`config.mk`:
```
export PLATFORM = sky130hd
export DESIGN_NAME = instruction_decode
export DESIGN_NICKNAME = d
export VERILOG_FILES = /design/src/rtl/instruction_decode.sv
export SDC_FILE = /design/constraint.sdc
export NUM_CORES = 2
export LEC_CHECK = 0
export CORE_UTILIZATION = 40
export DETAILED_ROUTE_END_ITERATION = 16
export GPL_ROUTABILITY_DRIVEN = 0
export HOLD_SLACK_MARGIN = 0.03
export PLACE_DENSITY = 0.56
export SYNTH_ARGS = -nofsm -noshare
export SYNTH_HDL_FRONTEND = slang
export SYNTH_SLANG_ARGS = --single-unit
```
`constraint.sdc`:
```
create_clock -name clk -period 2.7 [get_ports clk]
set_clock_uncertainty 0.2 [all_clocks]
set_input_delay 0.27 -clock clk [delete_from_list [all_inputs] [get_ports clk]]
set_output_delay 0.27 -clock clk [all_outputs]
set_load 0.05 [all_outputs]
```
`src/rtl/instruction_decode.sv`:
```
// -----------------------------------------------------------------------------
// instruction_decode
//
// ID stage of a 5-stage 32-bit MIPS-subset pipeline. It sits between the
// IF/ID latch and the EX stage. It holds the 32x32 general purpose register
// file, decodes the opcode into WB/MEM/EX control bundles, sign-extends the
// 16-bit immediate, and registers everything into the ID/EX latch.
//
// Optional feature (compile-time macro): ID_WRITE_BYPASS_EN
//   defined   : a write-back to rs/rt in the same cycle is forwarded into
//               readData1/readData2 (write-first behaviour).
//   undefined : readData1/readData2 latch the old register contents
//               (read-first); the new value is visible one cycle later.
//
// Ports
//   clk                 in   1   system clock, all state changes on posedge
//   reset               in   1   synchronous active-high reset
//   programCounterIn    in   32  PC+4 from the IF/ID latch
//   instruction         in   32  instruction word from the IF/ID latch
//   writeRegister       in   5   write-back destination register index
//   writeData           in   32  write-back data
//   regWrite            in   1   write-back enable
//   writeBackControl    out  2   {regWrite, memToReg}
//   memAccessControl    out  3   {branch, memRead, memWrite}
//   calculationControl  out  4   {regDst, aluOp[1:0], aluSrc}
//   programCounterOut   out  32  registered programCounterIn
//   readData1           out  32  registered GPR[rs]
//   readData2           out  32  registered GPR[rt]
//   immediateOperand    out  32  registered sign-extended instruction[15:0]
//   writeRegister0      out  5   registered rt field
//   writeRegister1      out  5   registered rd field
// -----------------------------------------------------------------------------
module instruction_decode (
    input  logic        clk,
    input  logic        reset,
    input  logic [31:0] programCounterIn,
    input  logic [31:0] instruction,
    input  logic [4:0]  writeRegister,
    input  logic [31:0] writeData,
    input  logic        regWrite,
    output logic [1:0]  writeBackControl,
    output logic [2:0]  memAccessControl,
    output logic [3:0]  calculationControl,
    output logic [31:0] programCounterOut,
    output logic [31:0] readData1,
    output logic [31:0] readData2,
    output logic [31:0] immediateOperand,
    output logic [4:0]  writeRegister0,
    output logic [4:0]  writeRegister1
);

    // Supported opcodes; anything else decodes to an all-zero bubble.
    localparam logic [5:0] OP_RTYPE = 6'b000000;
    localparam logic [5:0] OP_LW    = 6'b100011;
    localparam logic [5:0] OP_SW    = 6'b101011;
    localparam logic [5:0] OP_BEQ   = 6'b000100;

    // -------------------------------------------------------------------------
    // Instruction field split
    // -------------------------------------------------------------------------
    logic [5:0]  op;
    logic [4:0]  rs;
    logic [4:0]  rt;
    logic [4:0]  rd;
    logic [15:0] imm16;

    assign op    = instruction[31:26];
    assign rs    = instruction[25:21];
    assign rt    = instruction[20:16];
    assign rd    = instruction[15:11];
    assign imm16 = instruction[15:0];

    // -------------------------------------------------------------------------
    // Control decode
    // -------------------------------------------------------------------------
    logic [1:0] wb_ctrl_d;
    logic [2:0] mem_ctrl_d;
    logic [3:0] ex_ctrl_d;

    always_comb begin
        // NOTE: every signal gets a default before the case so that an
        // unlisted opcode cannot leave a path unassigned and infer a latch.
        wb_ctrl_d  = 2'b00;
        mem_ctrl_d = 3'b000;
        ex_ctrl_d  = 4'b0000;
        case (op)
            OP_RTYPE: begin
                wb_ctrl_d  = 2'b10;    // regWrite
                mem_ctrl_d = 3'b000;
                ex_ctrl_d  = 4'b1100;  // regDst, aluOp=10
            end
            OP_LW: begin
                wb_ctrl_d  = 2'b11;    // regWrite, memToReg
                mem_ctrl_d = 3'b010;   // memRead
                ex_ctrl_d  = 4'b0001;  // aluSrc, aluOp=00 (add)
            end
            OP_SW: begin
                wb_ctrl_d  = 2'b00;
                mem_ctrl_d = 3'b001;   // memWrite
                ex_ctrl_d  = 4'b0001;  // aluSrc, aluOp=00 (add)
            end
            OP_BEQ: begin
                wb_ctrl_d  = 2'b00;
                mem_ctrl_d = 3'b100;   // branch
                ex_ctrl_d  = 4'b0010;  // aluOp=01 (subtract)
            end
            default: ;
        endcase
    end

    // -------------------------------------------------------------------------
    // Register file
    // -------------------------------------------------------------------------
    logic [31:0] gpr_q [32];
    logic        wb_write_en;

    // Writes to register 0 are dropped so that it always reads as zero.
    assign wb_write_en = regWrite && (writeRegister != 5'd0);

    always_ff @(posedge clk) begin
        if (reset) begin
            // NOTE: the whole array is cleared on reset because the pipeline
            // is allowed to read any register straight after reset; this
            // forces a flop-based register file rather than a RAM macro.
            for (int i = 0; i < 32; i++) begin
                gpr_q[i] <= '0;
            end
        end else if (wb_write_en) begin
            // NOTE: non-blocking assignment, so a read in this same cycle
            // still sees the old value unless the bypass path forwards it.
            gpr_q[writeRegister] <= writeData;
        end
    end

    // Combinational read ports. Index 0 is forced to zero explicitly so the
    // zero register does not depend on the write guard alone.
    logic [31:0] rs_value;
    logic [31:0] rt_value;

    always_comb begin
        rs_value = '0;
        if (rs != 5'd0) begin
            rs_value = gpr_q[rs];
        end
`ifdef ID_WRITE_BYPASS_EN
        // Forward a same-cycle write-back so the latch captures the new value.
        if (wb_write_en && (writeRegister == rs)) begin
            rs_value = writeData;
        end
`endif
    end

    always_comb begin
        rt_value = '0;
        if (rt != 5'd0) begin
            rt_value = gpr_q[rt];
        end
`ifdef ID_WRITE_BYPASS_EN
        if (wb_write_en && (writeRegister == rt)) begin
            rt_value = writeData;
        end
`endif
    end

    // -------------------------------------------------------------------------
    // Immediate sign extension
    // -------------------------------------------------------------------------
    logic [31:0] imm_ext_d;

    assign imm_ext_d = {{16{imm16[15]}}, imm16};

    // -------------------------------------------------------------------------
    // ID/EX pipeline latch
    // -------------------------------------------------------------------------
    logic [1:0]  wb_ctrl_q;
    logic [2:0]  mem_ctrl_q;
    logic [3:0]  ex_ctrl_q;
    logic [31:0] pc_q;
    logic [31:0] read_data1_q;
    logic [31:0] read_data2_q;
    logic [31:0] imm_ext_q;
    logic [4:0]  rt_q;
    logic [4:0]  rd_q;

    always_ff @(posedge clk) begin
        if (reset) begin
            wb_ctrl_q    <= '0;
            mem_ctrl_q   <= '0;
            ex_ctrl_q    <= '0;
            pc_q         <= '0;
            read_data1_q <= '0;
            read_data2_q <= '0;
            imm_ext_q    <= '0;
            rt_q         <= '0;
            rd_q         <= '0;
        end else begin
            wb_ctrl_q    <= wb_ctrl_d;
            mem_ctrl_q   <= mem_ctrl_d;
            ex_ctrl_q    <= ex_ctrl_d;
            pc_q         <= programCounterIn;
            read_data1_q <= rs_value;
            read_data2_q <= rt_value;
            imm_ext_q    <= imm_ext_d;
            rt_q         <= rt;
            rd_q         <= rd;
        end
    end

    assign writeBackControl   = wb_ctrl_q;
    assign memAccessControl   = mem_ctrl_q;
    assign calculationControl = ex_ctrl_q;
    assign programCounterOut  = pc_q;
    assign readData1          = read_data1_q;
    assign readData2          = read_data2_q;
    assign immediateOperand   = imm_ext_q;
    assign writeRegister0     = rt_q;
    assign writeRegister1     = rd_q;

endmodule

```
==> metrics.md <==
| Metric | Value |
|---|---|
| Worst-path clk slew | 0.05 ns |
| Distinct cells, synth | 42 |
| Grt total ovfl | 0 |
| Area leader, netlist | edfxtp_1 |
| Vias in the first global route | between 30000 and 40000 |
| Total number of vias | ~35000 |
| Synth cell count leaders | 1024 x edfxtp_1, 994 x and2_1, 449 x mux4_2 |
| Max Cap Viol | 0 |
| Crit end category | register |
| Max-slew violations | 0 |
| Drt pass-1 iters | 6 |
| Period utilization | about 100% |
| Worst-Margin Slew | 0.9198 ns |
| First-pass GRT wire length | 264700 um |
| Final hold violation count | 0 |
| CTS buffer count | ~140 |
| Area grow syn2layout | 22.68% |
| Number of synthesized flops with an enable pin | roughly 1000 |
| Final WL | roughly 180000 um |
| Post-synthesis adder-cell area fraction | 0% |
| Die area | 144600 um^2 |
| Worst slack, placed | -0.2391 ns |
| Core ar. | 141800 um^2 |
| Most common cell in the netlist | edfxtp_1 |
| Status | finished clean |
| Die span in x | between 300 and 400 um |
| Slowest CP cell | a2111oi_0 |
| Asr flop ratio synth | 0% |
| Largest cells by area after synthesis | edfxtp_1 54%, mux4_2 18%, and2_1 11% |
| Synth Cell Area | approximately 57000 um^2 |
| Peak supply drop | 0.6409 mV |
| PD cells | 642.2 nW/um^2 |
| Gr usage total | ~26% |
| DRC Markers | 0 |
| FF+latch count, synth | ~1100 |
| Port Buf Inserts | 250 |
| Post-synthesis mux area share | between 20% and 30% |
| Crit Path Max Fanout | 15 |
| H-Tree Depth | 4 |
| P_leak | between 20 and 30 nW |
| Final ANT Viol Nets | 0 |
| Die span in y | 380.3 um |
| Worst EP arrival | between 3 and 4 ns |
| Maximum clock frequency | between 300 and 400 MHz |
| Routed len/inst | roughly 30 um |
| Post-synth top area share | between 50% and 60% |
| Starting Density | between 40% and 50% |
| CTS tree | yes |
| CP Launch Type | input port |
| I/O pin total | ~250 |
| Compound-Gate Fraction of Synth Area | 3.903% |
| Warnings, synthesis | 0 |
| Drt via density | between 5 and 6 |
| Dpl hpwl | about 120000 um |
| Clk Latency, worst-skew pair | 0.80 ns |
| Antenna violations before repair | 4 |
| TNS Setup | 0 ns |
| Synth Flop Type | edfxtp_1 |
| Core Util, Final | between 40% and 50% |
| RSZ-0062 raised after global routing | false |
| CP peak stage delay | 0.80 ns |
| Seq/Total Area, Yosys | about three fifths |
| Crit path kind | in2reg |
| # rows | between 100 and 150 |
| Post-Synth Simple-Gate Area | 12.66% |
| TritonCTS Sinks | between 1000 and 1500 |
| Req. time, crit path | 3.14 ns |
| CTS Buffer Depth | 3 |
| Root buffer cell | clkbuf_16 |
| Final net count | between 4000 and 5000 |
| DRT iter0 DRCs | between 3000 and 4000 |
| Final setup margin | about 0.0015 ns |
| Final setup viols | 0 |
| Mapped Cells | 3699 |
| Hold WC Path Type | in2reg |
| Layout cells sized above 1 | roughly 27% |
| Cell mode on critical path | buf_4 |
| Final min period | about 2.7 ns |
| Main combinational cell family by area after synthesis | multiplexers |
| Mean Syn Cell Area | 15.48 um^2 |
| Dpl cell area | between 60000 and 70000 um^2 |
| Slew Limit Headroom | between 30% and 40% |
| Final instance area | between 70000 and 80000 um^2 |
| Final hold slack | about 0.11 ns |
| Largest net degree at the start of global routing | 56 |
| Postcts setup bufs | 0 |
| Critical-path cell list | dlygate4sd3_1 -> buf_6 -> buf_4 -> mux4_2 -> a22o_1 -> a2111oi_0 -> buf_4 -> nor3_1 |
| Xor/xnor cell area share of the yosys netlist | 0% |
logic make-up (layout without fill, tap and decap cells):
kind of cell,Yosys count,in the layout
buf+inv,412,977
flops,1148,1148
other cells,1,42
mux,703,703
compound gates,257,257
simple gates,1178,1178
sequential cells by signal, indices dropped and copies added (netlist names):
signal and cells:
calculationControl 3, programCounterOut 32, readData2 32, readData1 32, gpr_q 1024, writeBackControl 2
memAccessControl 2, immediateOperand 16, writeRegister0 5
worst paths after layout:
| check | start | slack, ns | end | depth (start not counted) |
|---|---|---|---|---|
| setup reg to reg | gpr_q[10][0]$_SDFFCE_PN0P_ | 0.11 | readData2[0]$_SDFF_PP0_ | 6 |
| setup / recovery | instruction[18] | 0.001 | readData2[26]$_SDFF_PP0_ | 8 |
| hold / removal | reset | 0.11 | immediateOperand[6]$_SDFF_PP0_ | 3 |
| hold reg to reg | gpr_q[18][14]$_SDFFCE_PN0P_ | 0.59 | readData2[14]$_SDFF_PP0_ | 3 |
area by class of cell:
cell class | count | area [um^2]
diodes | 10 | 25.02
multi-input cells | 2170 | 22520
repair buffers | 726 | 7672
inverters | 1 | 3.754
clock inverters | 56 | 578.1
fillers | 11733 | 71520
well taps | 1890 | 2365
clock buffers | 194 | 3835
flip-flops and latches | 1148 | 33230
metal layers:
layer | vias to the layer above | part of all wire, % | track usage [%] | wire [um]
met5 | - | 0 | 0 | 0
met4 | 0 | 2.3 | 7.086 | 4303
met3 | 252 | 9.2 | 6.146 | 16870
met2 | 1668 | 46 | 40.04 | 85590
met1 | 18279 | 42 | 35.47 | 77580
li1 | 15159 | - | - | -
power breakdown:
group / total [mW] / switching [mW] / internal, mW
logic: 5.97 / 3.28 / 2.70
registers: 20.9 / 0.554 / 20.4
clock network: 18.2 / 7.59 / 10.6
total: 45.1 / 11.4 / 33.7
critical path: cells and delay by family:
kind	cells	cell delay (ns)
compound gates	2	1.08
buf+inv	4	1.35
mux	1	0.39
simple gates	1	0.04
layout by cell type, fill, tap and decap left out, types with 18 or more instances in the layout:
cell type and n:
clkdlybuf4s50_1 222, mux2i_1 254, dlygate4sd2_1 18, or2_2 31, dfxtp_1 124, nor3_1 34, o221ai_1 63, conb_1 32
clkinv_1 18, and2_1 993, nor2b_1 53, a211oi_1 31, nor2_4 32, mux4_2 449, buf_12 115, edfxtp_1 1024
buf_4 300, clkbuf_1 40, clkbuf_16 139, dlygate4sd3_1 63, a22o_1 63, o22ai_1 33, o22a_1 32
stage by stage:
stage	total power, mW	instances
after floorplan	24.39	3730
after global placement	27.14	5872
after detailed placement	27.15	5872
after CTS	45.44	6185
after global routing	46.45	6187
final	45.11	6195
what timing repair did:
item / in CTS / in global routing
endpoints found under the setup margin: 18 / 2
gates resized for setup: 18 / 2
endpoints found under the hold margin: 88 / 0
hold buffers: 63 / 0
pin swaps: 0 / 0
(Power assumes the default switching activity.)
